File: src/rtl/tsc_pkg.sv
// tsc_pkg: definitions shared by the TSC receiver and the capture block.
//   rx_state_t    - receiver sequencer states
//   err_code_t    - values reported on the err output
//   START_LEVEL   - SD level of a frame start bit
//   BITS_PER_BYTE - data bits per frame, MSB first
package tsc_pkg;

  typedef enum logic [2:0] {
    IDLE  = 3'd0,
    ARM   = 3'd1,
    REQ   = 3'd2,
    HUNT  = 3'd3,
    SHIFT = 3'd4,
    DONE  = 3'd5,
    ERR   = 3'd6
  } rx_state_t;

  typedef enum logic [1:0] {
    ERR_NONE   = 2'd0,
    ERR_TRD_TO = 2'd1,
    ERR_SD_TO  = 2'd2,
    ERR_OVF    = 2'd3
  } err_code_t;

  localparam logic START_LEVEL   = 1'b1;
  localparam int   BITS_PER_BYTE = 8;

endpackage

File: src/rtl/tsc_rx_if.sv
// tsc_rx_if: signals between the TSC receiver, the capture block and host.
//   go, TRD, CD, SD        - host command and capture-block levels/data
//   start, SBF             - one-cycle pulses towards the capture block
//   byte_data, byte_valid  - received byte and its one-cycle strobe
//   byte_count, busy, done, err - sequence status towards the host
// master: the side driving go/TRD/CD/SD; slave: the receiver itself.
interface tsc_rx_if;
  import tsc_pkg::*;

  logic                     go;
  logic                     TRD;
  logic                     CD;
  logic                     SD;
  logic                     start;
  logic                     SBF;
  logic [BITS_PER_BYTE-1:0] byte_data;
  logic                     byte_valid;
  logic [5:0]               byte_count;
  logic                     busy;
  logic                     done;
  logic [1:0]               err;

  modport master (
    output go, TRD, CD, SD,
    input  start, SBF, byte_data, byte_valid, byte_count, busy, done, err
  );

  modport slave (
    input  go, TRD, CD, SD,
    output start, SBF, byte_data, byte_valid, byte_count, busy, done, err
  );

endinterface

File: src/rtl/tsc_rx_shift.sv
// tsc_rx_shift: MSB-first serial-to-parallel converter with a bit counter.
//   clk, reset  - clock and synchronous active-low reset
//   clear       - restart the bit counter (start bit seen)
//   shift_en    - shift sd in this cycle
//   sd          - serial data bit
//   byte_next   - shift register contents including the current sd bit
//   byte_ready  - the bit shifted in this cycle completes the byte
module tsc_rx_shift
  import tsc_pkg::*;
(
  input  logic                     clk,
  input  logic                     reset,
  input  logic                     clear,
  input  logic                     shift_en,
  input  logic                     sd,
  output logic [BITS_PER_BYTE-1:0] byte_next,
  output logic                     byte_ready
);

  localparam int CW = $clog2(BITS_PER_BYTE);

  logic [BITS_PER_BYTE-1:0] shift_reg;
  logic [CW-1:0]            bit_cnt_reg;

  always_ff @(posedge clk) begin
    if (!reset) begin
      shift_reg   <= '0;
      bit_cnt_reg <= '0;
    end else if (clear) begin
      bit_cnt_reg <= '0;
    end else if (shift_en) begin
      shift_reg   <= byte_next;
      bit_cnt_reg <= bit_cnt_reg + CW'(1);
    end
  end

  assign byte_next = {shift_reg[BITS_PER_BYTE-2:0], sd};

  // Depends on the counter only, so the sequencer can gate it with its own
  // state without forming a combinational loop through shift_en.
  assign byte_ready = (bit_cnt_reg == CW'(BITS_PER_BYTE - 1));

endmodule

File: src/rtl/tsc_rx.sv
// tsc_rx: host-side sequencer and frame receiver for the TSC link.
// Arms the capture block (start), waits for TRD, requests the dump (SBF),
// then deserializes start-bit framed bytes on SD until CD ends the dump.
//   clk, reset - clock and synchronous active-low reset
//   bus        - tsc_rx_if slave port (inputs go/TRD/CD/SD, outputs
//                start/SBF/byte_data/byte_valid/byte_count/busy/done/err)
// Parameters: MAX_BYTES bytes accepted per dump, TIMEOUT_CYC wait limit.
module tsc_rx
  import tsc_pkg::*;
#(
  parameter int MAX_BYTES   = 32,
  parameter int TIMEOUT_CYC = 4096
) (
  input  logic    clk,
  input  logic    reset,
  tsc_rx_if.slave bus
);

  localparam int TW = $clog2(TIMEOUT_CYC + 1);
  localparam logic [TW-1:0] TIMER_MAX = TW'(TIMEOUT_CYC);
  localparam logic [5:0]    COUNT_MAX = 6'(MAX_BYTES);

  rx_state_t                state_reg, state_next;
  logic [TW-1:0]            timer_reg, timer_next, timer_inc;
  logic                     start_reg, start_next;
  logic                     sbf_reg, sbf_next;
  logic [BITS_PER_BYTE-1:0] byte_data_reg, byte_data_next;
  logic                     byte_valid_reg, byte_valid_next;
  logic [5:0]               byte_count_reg, byte_count_next;
  logic                     done_reg, done_next;
  err_code_t                err_reg, err_next;

  logic                     sh_clear, sh_en, sh_ready;
  logic [BITS_PER_BYTE-1:0] sh_byte;

  tsc_rx_shift u_shift (
    .clk       (clk),
    .reset     (reset),
    .clear     (sh_clear),
    .shift_en  (sh_en),
    .sd        (bus.SD),
    .byte_next (sh_byte),
    .byte_ready(sh_ready)
  );

  always_ff @(posedge clk) begin
    if (!reset) begin
      state_reg      <= IDLE;
      timer_reg      <= '0;
      start_reg      <= 1'b0;
      sbf_reg        <= 1'b0;
      byte_data_reg  <= '0;
      byte_valid_reg <= 1'b0;
      byte_count_reg <= '0;
      done_reg       <= 1'b0;
      err_reg        <= ERR_NONE;
    end else begin
      state_reg      <= state_next;
      timer_reg      <= timer_next;
      start_reg      <= start_next;
      sbf_reg        <= sbf_next;
      byte_data_reg  <= byte_data_next;
      byte_valid_reg <= byte_valid_next;
      byte_count_reg <= byte_count_next;
      done_reg       <= done_next;
      err_reg        <= err_next;
    end
  end

  // The timer only runs in the two waiting states; every other state clears
  // it, so entering ARM or HUNT always starts the wait from zero.
  always_comb begin
    state_next      = state_reg;
    timer_next      = '0;
    timer_inc       = (timer_reg == TIMER_MAX) ? timer_reg : timer_reg + TW'(1);
    start_next      = 1'b0;
    sbf_next        = 1'b0;
    byte_data_next  = byte_data_reg;
    byte_valid_next = 1'b0;
    byte_count_next = byte_count_reg;
    done_next       = done_reg;
    err_next        = err_reg;
    sh_clear        = 1'b0;
    sh_en           = 1'b0;

    case (state_reg)
      IDLE, DONE, ERR: begin
        if (bus.go) begin
          state_next      = ARM;
          start_next      = 1'b1;
          done_next       = 1'b0;
          err_next        = ERR_NONE;
          byte_count_next = '0;
        end
      end
      ARM: begin
        if (bus.TRD) begin
          state_next = REQ;
          sbf_next   = 1'b1;
        end else if (timer_reg == TIMER_MAX) begin
          state_next = ERR;
          err_next   = ERR_TRD_TO;
        end else begin
          timer_next = timer_inc;
        end
      end
      REQ: begin
        state_next = HUNT;
      end
      HUNT: begin
        // A start bit beats CD: CD only means something between frames.
        if (bus.SD == START_LEVEL) begin
          state_next = SHIFT;
          sh_clear   = 1'b1;
        end else if (bus.CD) begin
          state_next = DONE;
          done_next  = 1'b1;
        end else if (timer_reg == TIMER_MAX) begin
          state_next = ERR;
          err_next   = ERR_SD_TO;
        end else begin
          timer_next = timer_inc;
        end
      end
      SHIFT: begin
        if (bus.CD) begin
          // Dump ended inside a frame: the partial byte is dropped.
          state_next = ERR;
          err_next   = ERR_OVF;
        end else begin
          sh_en = 1'b1;
          if (sh_ready) begin
            if (byte_count_reg == COUNT_MAX) begin
              state_next = ERR;
              err_next   = ERR_OVF;
            end else begin
              state_next      = HUNT;
              byte_data_next  = sh_byte;
              byte_valid_next = 1'b1;
              byte_count_next = byte_count_reg + 6'd1;
            end
          end
        end
      end
      default: begin
        state_next = IDLE;
      end
    endcase
  end

  assign bus.start      = start_reg;
  assign bus.SBF        = sbf_reg;
  assign bus.byte_data  = byte_data_reg;
  assign bus.byte_valid = byte_valid_reg;
  assign bus.byte_count = byte_count_reg;
  assign bus.busy       = (state_reg != IDLE) && (state_reg != DONE) && (state_reg != ERR);
  assign bus.done       = done_reg;
  assign bus.err        = err_reg;

endmodule

File: src/flat_wrapper.sv
// flat-port wrapper written by rule: the top's interface ports become plain ports
module tsc_rx_flat import tsc_pkg::*;
#(
  parameter int MAX_BYTES   = 32,
  parameter int TIMEOUT_CYC = 4096
)
  (clk, reset, bus_go, bus_TRD, bus_CD, bus_SD, bus_start, bus_SBF, bus_byte_data, bus_byte_valid, bus_byte_count, bus_busy, bus_done, bus_err);
  tsc_rx_if bus_i ();
  input  logic clk;
  input  logic reset;
  input wire logic [$bits(bus_i.go)-1:0] bus_go;
  input wire logic [$bits(bus_i.TRD)-1:0] bus_TRD;
  input wire logic [$bits(bus_i.CD)-1:0] bus_CD;
  input wire logic [$bits(bus_i.SD)-1:0] bus_SD;
  output wire logic [$bits(bus_i.start)-1:0] bus_start;
  output wire logic [$bits(bus_i.SBF)-1:0] bus_SBF;
  output wire logic [$bits(bus_i.byte_data)-1:0] bus_byte_data;
  output wire logic [$bits(bus_i.byte_valid)-1:0] bus_byte_valid;
  output wire logic [$bits(bus_i.byte_count)-1:0] bus_byte_count;
  output wire logic [$bits(bus_i.busy)-1:0] bus_busy;
  output wire logic [$bits(bus_i.done)-1:0] bus_done;
  output wire logic [$bits(bus_i.err)-1:0] bus_err;
  assign bus_i.go = bus_go;
  assign bus_i.TRD = bus_TRD;
  assign bus_i.CD = bus_CD;
  assign bus_i.SD = bus_SD;
  assign bus_start = bus_i.start;
  assign bus_SBF = bus_i.SBF;
  assign bus_byte_data = bus_i.byte_data;
  assign bus_byte_valid = bus_i.byte_valid;
  assign bus_byte_count = bus_i.byte_count;
  assign bus_busy = bus_i.busy;
  assign bus_done = bus_i.done;
  assign bus_err = bus_i.err;
  tsc_rx #(.MAX_BYTES(MAX_BYTES), .TIMEOUT_CYC(TIMEOUT_CYC)) u_core (.clk(clk), .reset(reset), .bus(bus_i));
endmodule
File: config.mk
export PLATFORM = sky130hd
export DESIGN_NAME = tsc_rx_flat
export DESIGN_NICKNAME = d
export VERILOG_FILES = /design/src/rtl/tsc_pkg.sv /design/src/rtl/tsc_rx_if.sv /design/src/rtl/tsc_rx_shift.sv /design/src/rtl/tsc_rx.sv /design/src/flat_wrapper.sv
export SDC_FILE = /design/constraint.sdc
export NUM_CORES = 1
export LEC_CHECK = 0
export CAP_MARGIN = 10
export CORE_UTILIZATION = 55
export CTS_CLUSTER_DIAMETER = 40
export DETAILED_ROUTE_END_ITERATION = 8
export MAX_ROUTING_LAYER = met4
export PLACE_DENSITY = 0.79
export SLEW_MARGIN = 30
export SYNTH_ARGS = -nofsm -noshare
export SYNTH_HDL_FRONTEND = slang
export SYNTH_SLANG_ARGS = --single-unit
export TNS_END_PERCENT = 50
File: constraint.sdc
create_clock -name clk -period 2.3 [get_ports clk]
set_input_delay 0.345 -clock clk [delete_from_list [all_inputs] [get_ports clk]]
set_output_delay 0.345 -clock clk [all_outputs]
set_load 0.05 [all_outputs]
==> flow_metrics.env <==
export IMPL_worstPathArrival_ps=1770
export IMPL_async_flop_share=0
export IMPL_antenna_found_initial=0
export IMPL_cts_hold_buf=0
export IMPL_layout_common_cells="46 x dfxtp_1, 40 x nor2_1, 35 x nand2_1"
export IMPL_hp_class="reg2reg"
export IMPL_track_usage=0.224
export IMPL_post_cts_buffers=0
export IMPL_grt_pass1_wl_microns=7230
export IMPL_crit_type="reg2out"
export IMPL_yosys_warnings=0
export IMPL_diodes=0
export IMPL_required_ps=1960
export IMPL_syn_num_nets=272
export IMPL_grt_max_degree=19
export IMPL_synth_area_sq_mm=0.00220
export IMPL_post_drt_wl_per_cell_microns=12.3
export IMPL_synth_edf_count=0
export IMPL_cts_root_buf="clkbuf_8"
export IMPL_ys_seq_elements=46
export IMPL_dieArea_sq_mm=0.00426
export IMPL_ir_worst_vdd_uv=488
export IMPL_critPathMaxFanout=17
export IMPL_final_nets=300
export IMPL_synthFlopType="dfxtp_1"
export IMPL_cts_max_level=2
export IMPL_synth_cells=260
export IMPL_finalWeightedCongestion=0.912
export IMPL_largest_reg_flops=13
export IMPL_yosysSeqAreaShare=0.419
export IMPL_vias=1797
export IMPL_fmax_mhz=473
export IMPL_synth_distinct_cells=43
export IMPL_antenna_left=0
export IMPL_cts_resized=0
export IMPL_drc=0
export IMPL_rsz0062_at_grt="false"
export IMPL_skew_ps=5.45
export IMPL_insertion_delay_ps=290
export IMPL_fin_crit_sh=0.919
export IMPL_hold_viol_final=0
export IMPL_layout_commonest_cell="dfxtp_1"
export IMPL_finalMaxSlewViolations=0
export IMPL_cts_tree="yes"
export IMPL_io_buffers=26
export IMPL_drtPass1Iterations=4
export IMPL_start_util=0.588
export IMPL_drive_gt1_frac=0.0796
export IMPL_path_cells="inv_1, nor2_1, nor2_1, buf_12"
export IMPL_slowest_stage="dfxtp_1"
export IMPL_path_clk_slew_ps=80
export IMPL_grt_overflow=0
export IMPL_cts_buffers=5
export IMPL_drt_first_iter_violations=124
export IMPL_grt_pass1_vias=1698
export IMPL_wl_microns=4160
export IMPL_period_needed_ps=2110
export IMPL_end_kind="output pin"
export IMPL_final_core_util=0.700
export IMPL_clockBufferDepth=2
export IMPL_syn_to_final_growth_pct=19.1
export IMPL_avgViaCountPerCell=5.33
export IMPL_status="completed"
export IMPL_startpoint_type="flip-flop"
export IMPL_p_leak_uw=0.000932
export IMPL_cp_slowest_stage_delay_ps=680
export IMPL_ios=27
export IMPL_power_density_mw_per_mm2=722
export IMPL_die_h_microns=65.2
export IMPL_maxCapViolCount=0
export IMPL_die_w_microns=65.2
export IMPL_core_area_sq_mm=0.00374
export IMPL_cts_sinks=46
export IMPL_placementRows=22
export IMPL_timing_setup_tns_ps=0
export IMPL_hpwl_microns=3050
export IMPL_setup_viol=0
export IMPL_crit_top_cell="nor2_1"
export IMPL_syn_avg_cell_area_sq_um=8.46
export IMPL_slew_headroom=0.625
export IMPL_worst_pin_slew_ps=562
## cell type report
class                   instances  area, sq um
inverters                       9         33.8
clock inverters                 1         5.00
repair buffers                 35          338
multi-input cells             191         1180
fillers                       319         1120
clock buffers                   7         86.3
flip-flops and latches         46          921
well taps                      48         60.1
## kinds of logic after synthesis
logic type | Yosys count | share of synthesized area
and+or+nand+nor | 122 | 0.282
AOI/OAI and AO/OA | 36 | 0.105
adders and majority gates | 6 | 0.0341
muxes | 11 | 0.0501
xor gates and xnor gates | 16 | 0.0637
DFF | 46 | 0.419
buffers and inverters | 23 | 0.0466
## power breakdown
group / internal (uW) / switching, uW
clock network: 243 / 256
logic: 213 / 289
registers: 828 / 62.8
total: 1280 / 607
## critical path: cells and delay by family, from the launching register on
family	cells	cell delay, ps
buffers and inverters	2	440
DFF	1	680
and+or+nand+nor	2	360
## per-layer routing
layer	vias up	wire, microns	GRT usage
met5	-	0	-
li1	941	-	-
met4	0	40	0.0543
met3	5	144	0.0625
met2	33	2050	0.370
met1	818	1930	0.271
## path summary, 6_finish.rpt
path | startpoint | end | slack [ps] | cells past startpoint
setup / recovery | u_core.state_reg[0] | bus_busy | 190 | 4
hold reg to reg | u_core.u_shift.bit_cnt_reg[2] | u_core.u_shift.bit_cnt_reg[2] | 470 | 2
hold / removal | u_core.u_shift.bit_cnt_reg[2] | u_core.u_shift.bit_cnt_reg[2] | 470 | 2
setup reg to reg | u_core.state_reg[0] | u_core.bus.err[0] | 470 | 5
## cells in the mapped netlist (all sizes together) (2+ instances only)
cell type  instances  area share
dfxtp             46        0.42
nor2              41       0.077
nand2             36       0.063
a21oi             16       0.036
mux2i             11       0.050
clkbuf             9       0.016
inv                9       0.015
nand3              8       0.018
xnor2              8       0.032
xor2               8       0.032
and3               6       0.017
ha                 6       0.034
nor3               6       0.014
o21ai              6       0.014
buf                5       0.015
nor2b              5       0.014
nand2b             4       0.011
nor4b              4       0.030
o211ai             3       0.010
a22oi              2      0.0091
nand4              2      0.0057
nand4b             2      0.0080
nor4               2      0.0057
o22ai              2      0.0057
or3                2      0.0057
## per-stage QoR
stage / hold WS [ps] / setup slack [ps] / cell area (sq um) / power, uW / cells
after floorplan: 436 / 309 / 2200 / 1250 / 260
after global placement: 446 / 346 / 2530 / 1400 / 329
after detailed placement: 454 / 292 / 2530 / 1410 / 329
after CTS: 466 / 219 / 2620 / 1900 / 337
after global routing: 486 / 30.8 / 2620 / 2000 / 337
final: 465 / 187 / 2620 / 1890 / 337
No activity file was read; power rests on OpenSTA's default activity.
